$ cat config.mk
export PLATFORM = sky130hd
export DESIGN_NAME = motor_bridge_driver
export DESIGN_NICKNAME = d
export VERILOG_FILES = /design/src/rtl/motor_bridge_driver.sv
export SDC_FILE = /design/constraint.sdc
export NUM_CORES = 1
export LEC_CHECK = 0
export ABC_AREA = 1
export BUFFER_PORTS_ARGS = -buffer_cell sky130_fd_sc_hd__buf_2
export CAP_MARGIN = 10
export CORE_AREA = 2 2 80 59
export CTS_BUF_LIST = sky130_fd_sc_hd__clkbuf_4
export CTS_CLUSTER_DIAMETER = 150
export DETAILED_ROUTE_END_ITERATION = 10
export DIE_AREA = 0 0 82 61
export HOLD_SLACK_MARGIN = 0.15
export PLACE_DENSITY = 0.82
export SLEW_MARGIN = 40
export SYNTH_ARGS = -nofsm -noshare
export SYNTH_HDL_FRONTEND = slang
export SYNTH_SLANG_ARGS = --single-unit
$ cat constraint.sdc
create_clock -name clk -period 2.9 [get_ports clk]
set_input_delay 0.435 -clock clk [delete_from_list [all_inputs] [get_ports clk]]
set_output_delay 0.435 -clock clk [all_outputs]
set_load 0.02 [all_outputs]
$ cat src/rtl/motor_bridge_driver.sv
// Dual H-bridge PWM driver: debounces the steering command, generates PWM, and
// inserts dead-time on every exit from a driven direction so no leg pair shoots through.
module motor_bridge_driver #(
    parameter int PERIOD        = 256,
    parameter int CNT_W         = 8,
    parameter int DEADTIME      = 16,
    parameter int STABLE_CYCLES = 4
) (
    input  logic             clk,
    input  logic             rst,
    input  logic [3:0]       cmd,
    input  logic [CNT_W-1:0] duty,
    input  logic             enable,
    output logic             left_a,
    output logic             left_b,
    output logic             right_a,
    output logic             right_b,
    output logic             busy,
    output logic             cmd_err
);

    localparam int SC_W = $clog2(STABLE_CYCLES + 1);
    localparam int DT_W = $clog2(DEADTIME + 1);
    localparam logic [SC_W-1:0]  SC_LAST  = SC_W'(STABLE_CYCLES - 1);
    localparam logic [SC_W-1:0]  SC_DONE  = SC_W'(STABLE_CYCLES);
    localparam logic [CNT_W-1:0] CNT_LAST = CNT_W'(PERIOD - 1);
    localparam logic [DT_W-1:0]  DT_LOAD  = DT_W'(DEADTIME);

    typedef enum logic [1:0] {
        IDLE  = 2'd0,
        RUN_A = 2'd1,
        RUN_B = 2'd2,
        DEAD  = 2'd3
    } state_t;

    typedef struct packed {
        state_t          st;
        logic [DT_W-1:0] cnt;
    } motor_t;

    logic [3:0]       cmd_p0;
    logic [3:0]       cmd_acc;
    logic [SC_W-1:0]  stab_cnt;
    logic [CNT_W-1:0] pwm_cnt;
    logic [CNT_W-1:0] duty_l;
    logic [CNT_W-1:0] duty_cur;
    logic             pwm_on;
    state_t           tgt_l;
    state_t           tgt_r;
    motor_t           mot_l;
    motor_t           mot_r;

    // An illegal 11 field decodes to coast, same as 00.
    function automatic state_t decode_field(input logic [1:0] f);
        state_t s;
        case (f)
            2'b10:   s = RUN_A;
            2'b01:   s = RUN_B;
            default: s = IDLE;
        endcase
        return s;
    endfunction

    function automatic logic has_illegal(input logic [3:0] c);
        return (c[3:2] == 2'b11) || (c[1:0] == 2'b11);
    endfunction

    function automatic motor_t step_motor(input motor_t m, input state_t tgt);
        motor_t n;
        n = m;
        case (m.st)
            IDLE: n.st = tgt;
            RUN_A, RUN_B: begin
                if (tgt != m.st) begin
                    n.st  = DEAD;
                    n.cnt = DT_LOAD;
                end
            end
            default: begin
                // Target is re-evaluated only on the final dead-time clock.
                if (m.cnt <= DT_W'(1)) n.st = tgt;
                else                   n.cnt = m.cnt - DT_W'(1);
            end
        endcase
        return n;
    endfunction

    function automatic logic [1:0] drive_pins(input state_t st, input logic on);
        logic [1:0] p;
        case (st)
            RUN_A:   p = {on, 1'b0};
            RUN_B:   p = {1'b0, on};
            default: p = 2'b00;
        endcase
        return p;
    endfunction

    // Stage p0: command sample and stability filter
    always_ff @(posedge clk or posedge rst) begin
        if (rst) begin
            cmd_p0   <= 4'b0000;
            stab_cnt <= '0;
            cmd_acc  <= 4'b0000;
            cmd_err  <= 1'b0;
        end else begin
            cmd_p0  <= cmd;
            cmd_err <= 1'b0;
            if (cmd != cmd_p0) begin
                stab_cnt <= '0;
            end else if (stab_cnt != SC_DONE) begin
                stab_cnt <= stab_cnt + SC_W'(1);
                if (stab_cnt == SC_LAST) begin
                    cmd_acc <= cmd_p0;
                    cmd_err <= has_illegal(cmd_p0);
                end
            end
        end
    end

    // The new duty must already apply on the wrap clock itself, before duty_l updates.
    assign duty_cur = (pwm_cnt == '0) ? duty : duty_l;
    assign pwm_on   = pwm_cnt < duty_cur;

    always_ff @(posedge clk or posedge rst) begin
        if (rst) begin
            pwm_cnt <= '0;
            duty_l  <= '0;
        end else begin
            if (pwm_cnt == '0) duty_l <= duty;
            pwm_cnt <= (pwm_cnt == CNT_LAST) ? '0 : pwm_cnt + CNT_W'(1);
        end
    end

    assign tgt_l = enable ? decode_field(cmd_acc[3:2]) : IDLE;
    assign tgt_r = enable ? decode_field(cmd_acc[1:0]) : IDLE;

    // Stage p1: per-motor FSMs; pins and busy follow the current state by one clock
    always_ff @(posedge clk or posedge rst) begin
        if (rst) begin
            mot_l   <= '{st: IDLE, cnt: '0};
            mot_r   <= '{st: IDLE, cnt: '0};
            left_a  <= 1'b0;
            left_b  <= 1'b0;
            right_a <= 1'b0;
            right_b <= 1'b0;
            busy    <= 1'b0;
        end else begin
            mot_l              <= step_motor(mot_l, tgt_l);
            mot_r              <= step_motor(mot_r, tgt_r);
            {left_a, left_b}   <= drive_pins(mot_l.st, pwm_on);
            {right_a, right_b} <= drive_pins(mot_r.st, pwm_on);
            busy               <= (mot_l.st == DEAD) || (mot_r.st == DEAD);
        end
    end

endmodule

* Word level (Yosys, flattened, before mapping)
Index checks and enable logic that the tools add are counted.
Widths: inputs -> output; s select.
** Storage, ports and cells
- RAM bits :: 0
- Bits of input ports :: 15
- Output and inout port bits :: 6
- Latch bits :: 0
- ROM bits :: 0
- Bits in registers :: 47
- Memories :: 0
** Operators by class
- Equal/unequal tests :: 22
- Reductions and logical operators :: 15
- Bitwise operators :: 3
- Multiplexer cells :: 23
- Shift operators :: 0
- $mul :: 0
- $add $sub $neg :: 4
- Divide/modulo/power cells :: 0
- $lt $le $gt $ge :: 3
** Operators with widths (count)
- $pmux 2 s2 :: 6
- $pmux 5 s2 :: 2
- $eq 2x2->1 const B :: 8
- $mux 8 :: 2
- $mux 7 :: 2
- $le 5x1->1 const B :: 2
- $mux 5 :: 2
- $sub 5x1->5 const B :: 2
- $reduce_and 3->1 :: 3
- $add 8x1->8 const B :: 1
- $eq 2x1->1 const B :: 4
- $eq 8x8->1 const B :: 1
- $logic_not 8->1 :: 1
- $lt 8x8->1 :: 1
- $mux 2 :: 4
- $mux 3 :: 2
- $reduce_bool 3->1 :: 2
- $logic_not 2->1 :: 2
- $ne 2x1->1 const B :: 2
- $ne 2x2->1 :: 2
- $ne 2x2->1 const B :: 2
- $ne 4x4->1 :: 1
- $reduce_and 2->1 :: 2
- $reduce_or 2->1 :: 2
- 7 further kinds :: 12

* Depth between registers and ports, before layout
- Depth after elaboration :: 6
- Gate-level depth with buffers :: 17
- Depth with buffers taken out :: 17

* Least setup slack after synthesis
Ideal clock, no wire load.
- Kind :: reg-to-reg
- From :: reg pwm_cnt[0]
- To :: reg left_a
- Library setup time :: 0.072 ns
- Path slack :: 0.815 ns
- Stages on the path, launching flop included :: 16
- Data required time :: 2.828 ns
- Data arrival time :: 2.013 ns
- Path through :: dfrtp_1 > inv_1 > ha_1 > nand2_1 > nor2_2 > nand2_2 > inv_1 > nand2_1 > o21ai_0 > inv_1 > ha_1 > a21oi_1 > nor2_1 > a211oi_1 > nand2_2 > nor2_1
** Between the ends
- Longest elaborated chain between the ends :: 4
** Ends and longest elaborated chain
- start: declaration :: line 44 : logic [CNT_W-1:0] pwm_cnt;
- start signal: assignment :: line 130 : pwm_cnt <= (pwm_cnt == CNT_LAST) ? '0 : pwm_cnt + CNT_W'(1);
- $logic_not 8->1 :: line 121 : assign duty_cur = (pwm_cnt == '0) ? duty : duty_l;
- $mux 8
- named net duty_cur[5] :: line 46 : logic [CNT_W-1:0] duty_cur;
- $lt 8x8->1 :: line 122 : assign pwm_on = pwm_cnt < duty_cur;
- $pmux 2 s2 :: line 90 : case (st)
- end signal: assignment :: line 150 : {left_a, left_b} <= drive_pins(mot_l.st, pwm_on);
- end: declaration :: line 14 : output logic left_a,
The timed path passes the listed nets, and every way through them passes these cells.
A chain may end at the register's enable or synchronous reset.

* Final worst setup path
- From :: reg pwm_cnt[0]
- To :: reg right_a
** Between the ends
- Longest elaborated chain between the ends :: 4
** Ends and longest elaborated chain
- $logic_not 8->1 :: line 121
- $mux 8
- named net duty_cur[5] :: line 46
- $lt 8x8->1 :: line 122
- $pmux 2 s2 :: line 90
- end signal: assignment :: line 151 : {right_a, right_b} <= drive_pins(mot_r.st, pwm_on);
- end: declaration :: line 16 : output logic right_a,
The timed path passes the listed nets, and every way through them passes these cells.

==> metrics.sh <==
SYNTH.NET_COUNT=322
ANTENNA_CELLS=0
CRIT-REG2REG-LAUNCH='pwm_cnt[0]'
WORST_SLEW_MARGIN_REL_PCT=62.9
TIMING.HOLD.WORST.CLASS='in2reg'
SETUP.WORST_PATH.END_CLASS='register'
WORST_CLOCK_SKEW_NS=0.00864
ANTENNA_VIOLATIONS_BEFORE_REPAIR=0
CTS.HTREE.LEVELS=2
SETUP-VIOLATIONS-FINAL=0
DRIVE_ABOVE_1_SHARE_PCT=17.4
PLACE_INST=357
FINAL_PERIOD_UTILIZATION_PCT=81.3
CTS-RESIZED-GATES=0
DIE_H_UM=61
DRT-VIAS-PER-INSTANCE=5.06
DRTANTENNAVIOLNETS=0
POST_DRT_WL_PER_CELL_UM=12.3
WORSTPATHBUFFERINVERTERCOUNT=3
DETAILED_PLACE_HPWL_UM=3430
CP_COMMON_CELL='sky130_fd_sc_hd__inv_1'
WORSTMARGINPINSLEW_NS=0.557
REQ_TIME_CRIT_PATH_NS=3.20
DETAILEDROUTE.FIRSTPASSITERATIONCOUNT=4
VDD_IR_DROP_MAX_mV=0.383
NETLIST.TOP_CELL.BY_AREA='sky130_fd_sc_hd__dfrtp_1'
TIMING.CRITICAL_PATH.ARRIVAL_NS=2.66
FINAL_CELL_COUNT_NO_FILL=366
SYNTH_FLOP_TYPE='sky130_fd_sc_hd__dfrtp_1'
TIMING.HOLD.WS_NS=0.189
TIMING.FINAL.HOLD_VIOLATIONS=0
FLOORPLAN.DIE_AREA_MM2=0.00500
WORST_SETUP_PATH_STARTPOINT='pwm_cnt[0]'
SYNTH_CELLS=283
LAYOUT.CELL_AREA.NON_FILLER_MM2=0.00280
CPPEAKSTAGEDELAY_NS=0.43
VIA_COUNT_OF_THE_FIRST_GLOBAL_ROUTING_PASS=1774
SLEW_VIOL_FINAL=0
GR-USAGE-ALL-LAYERS_PCT=21.4
GRT_REMAINING_OVERFLOW=0
LARGEST_CELLS_BY_AREA_AFTER_SYNTHESIS='sky130_fd_sc_hd__dfrtp_1, sky130_fd_sc_hd__ha_1, sky130_fd_sc_hd__inv_1, sky130_fd_sc_hd__nand2_1, sky130_fd_sc_hd__o21ai_0'
POWER.DENSITY_CELL_AREA_mW_PER_MM2=771
TIMING.CRITICAL_PATH.FANOUT_MAX=9
COREAREA_MM2=0.00420
SYNTH.MOST_COMMON_CELL='sky130_fd_sc_hd__inv_1'
RUN_STATUS='finished clean'
DETAILROUTE.VIA_COUNT=1853
LAYOUT.NETS=349
TIMING.FMAX_GHz=0.424
PORTBUFS=20
PRECTSSETUPSLACK_NS=0.552
INITIAL_CORE_UTIL_PCT=61.0
HOLD_START='cmd[3]'
CRITPATHKIND='reg2reg'
INSERTION_DELAY_NS=0.36
CTS.SINK_COUNT=47
NUM_CTS_BUFFERS=5
MAX-CAP-VIOLATIONS=0
CP_SLOWEST_CELL='sky130_fd_sc_hd__dfrtp_1'
YOSYS_WARNINGS=0
GRT_MAX_DEGREE=48
MAPPEDNETLISTAREA_MM2=0.00256
POWER.LEAKAGE_nW=1.48
ASYNC_RESET_FF_SHARE_PCT=100
TIMING.CRITICAL_PATH.CELLS='inv_1, ha_1, nand2_1, nor2_2, nand2_2, inv_1, nand2_1, o21ai_0, inv_1, ha_1, a21oi_1, nor2_1, a211oi_1, nand2_2, nor2_1'
PIN_COUNT=21
FIN_TNS_SETUP_NS=0
SYNTH_EDF_COUNT=0
SYNTH.TOP_CELLS.BY_COUNT='sky130_fd_sc_hd__inv_1, sky130_fd_sc_hd__dfrtp_1, sky130_fd_sc_hd__nand2_1'
LIBRARY_CELLS_USED_BY_SYNTHESIS=34
TIMING.FINAL.WS_SETUP_NS=0.544
CTS_TREE='built'
GRT_FIRST_PASS_WIRELENGTH_UM=7760
PLACED_AREA_MM2=0.00273
PLACE.GP.CONGESTION=0.790
SYNTH.YOSYS.SEQ_AREA_SHARE_PCT=45.9
FINAL.MIN_CLOCK_PERIOD_NS=2.36
DRC=0
GRT_SETUP_UNREPAIRED='no'
SYNTH_LARGEST_TYPE_AREA_FRACTION_PCT=45.9
CLOCK_TREE.ROOT_CELL='sky130_fd_sc_hd__clkbuf_4'
LAYOUT-AREA-OVERHEAD-VS-SYNTH_PCT=9.12
CTS-ROOT-TO-SINK-BUFFERS=2
CLOCK_SLEW_AT_REPORTED_PATH_FFS_NS=0.13
DRT-TOTAL-WL_UM=4490
FLOORPLAN.DIE.WIDTH_UM=82
SYN_AREA_PER_CELL_UM2=9.06
SETUP.WORST_PATH.START_CLASS='register'
DOMINANT_DELAY_CONTRIBUTOR_BY_CELL_FAMILY_ON_THE_CRITICAL_PATH='simple AND/OR/NAND/NOR gates'
INITIALDRTVIOLATIONCOUNT=122
ROW_COUNT=20
FLIP_FLOP_AND_LATCH_COUNT_AFTER_SYNTHESIS=47
-- power by group --
group / internal (mW) / leakage, nW / switching [mW] / total, mW
Combinational: 0.363 / 0.878 / 0.572 / 0.935
Sequential: 0.794 / 0.569 / 0.111 / 0.905
Clock: 0.114 / 0.0361 / 0.204 / 0.318
-- state kept, by name (all words and copies together) (netlist names), 3 cells and up --
signal	flops
duty_l	8
pwm_cnt	8
mot_l	7
mot_r	7
cmd_acc	4
cmd_p0	4
stab_cnt	3
-- worst reg2reg max path, stage by stage, from the launching register on --
cell,delay [ns]
sky130_fd_sc_hd__dfrtp_1,0.43
sky130_fd_sc_hd__inv_1,0.09
sky130_fd_sc_hd__ha_1,0.14
sky130_fd_sc_hd__nand2_1,0.06
sky130_fd_sc_hd__nor2_2,0.14
sky130_fd_sc_hd__nand2_2,0.11
sky130_fd_sc_hd__inv_1,0.19
sky130_fd_sc_hd__nand2_1,0.07
sky130_fd_sc_hd__o21ai_0,0.11
sky130_fd_sc_hd__inv_1,0.07
sky130_fd_sc_hd__ha_1,0.29
sky130_fd_sc_hd__a21oi_1,0.13
sky130_fd_sc_hd__nor2_1,0.05
sky130_fd_sc_hd__a211oi_1,0.24
sky130_fd_sc_hd__nand2_2,0.11
sky130_fd_sc_hd__nor2_1,0.10
-- per-stage QoR --
stage | utilization, % | power [mW]
after floorplan | - | 1.62
after global placement | 64.9 | 1.80
after detailed placement | 65.0 | 1.85
after CTS | 66.6 | 2.17
after global routing | 66.6 | 2.35
final | 66.6 | 2.16
-- routing by layer --
layer | GRT usage, % | vias up | wire length (µm)
li1 | - | 953 | -
met1 | 30.5 | 839 | 2250
met2 | 31.1 | 49 | 1920
met3 | 5.06 | 12 | 236
met4 | 10.2 | 0 | 84
met5 | 0 | - | 0
-- cell usage in the layout (no fill, tap or decap), types with 3 or more instances in the layout --
master,n
sky130_fd_sc_hd__a21oi_1,9
sky130_fd_sc_hd__buf_2,20
sky130_fd_sc_hd__clkbuf_4,7
sky130_fd_sc_hd__dfrtp_1,47
sky130_fd_sc_hd__ha_1,24
sky130_fd_sc_hd__inv_1,50
sky130_fd_sc_hd__nand2_1,38
sky130_fd_sc_hd__nand2_2,4
sky130_fd_sc_hd__nand3_1,11
sky130_fd_sc_hd__nand3_2,3
sky130_fd_sc_hd__nor2_1,17
sky130_fd_sc_hd__nor3_1,6
sky130_fd_sc_hd__o21ai_0,23
sky130_fd_sc_hd__o31ai_1,3
sky130_fd_sc_hd__or2_1,3
sky130_fd_sc_hd__or2_2,6
sky130_fd_sc_hd__xnor2_1,3
sky130_fd_sc_hd__xor2_1,11
-- final timing paths --
kind	slack, ns	to	cells past startpoint
min in group asynchronous	0.67	pwm_cnt[4]	3
min reg2reg	0.49	pwm_cnt[0]	1
max reg2reg	0.54	right_a	15
max in group asynchronous	1.86	right_a	3
max	0.54	right_a	15
min	0.19	cmd_p0[3]	1
-- area by class of cell --
| type | instances | area, µm² |
|---|---|---|
| Tap cell | 55 | 68.8 |
| Multi-Input combinational cell | 180 | 1170 |
| Inverter | 55 | 214 |
| Clock buffer | 7 | 52.6 |
| Fill cell | 343 | 1410 |
| Sequential cell | 47 | 1180 |
| Clock inverter | 1 | 5.00 |
| Timing Repair Buffer | 21 | 110 |
-- cell families (layout without fill, tap and decap cells) --
logic type,after synthesis,in the layout,synth area share [%]
buffers and inverters,56,84,8.44
AND/OR/NAND/NOR,97,97,19.2
adder cells (fa/ha/maj),24,24,11.7
flip-flops,47,47,45.9
AO/OA/AOI/OAI,45,45,10.0
XOR/XNOR,14,14,4.78
-- what timing repair did --
item	CTS	global route
setup endpoints to repair	0	0
hold buffers	1	0
endpoints found under the hold margin	47	0
buffers inserted	0	0
(Power assumes the default switching activity.)
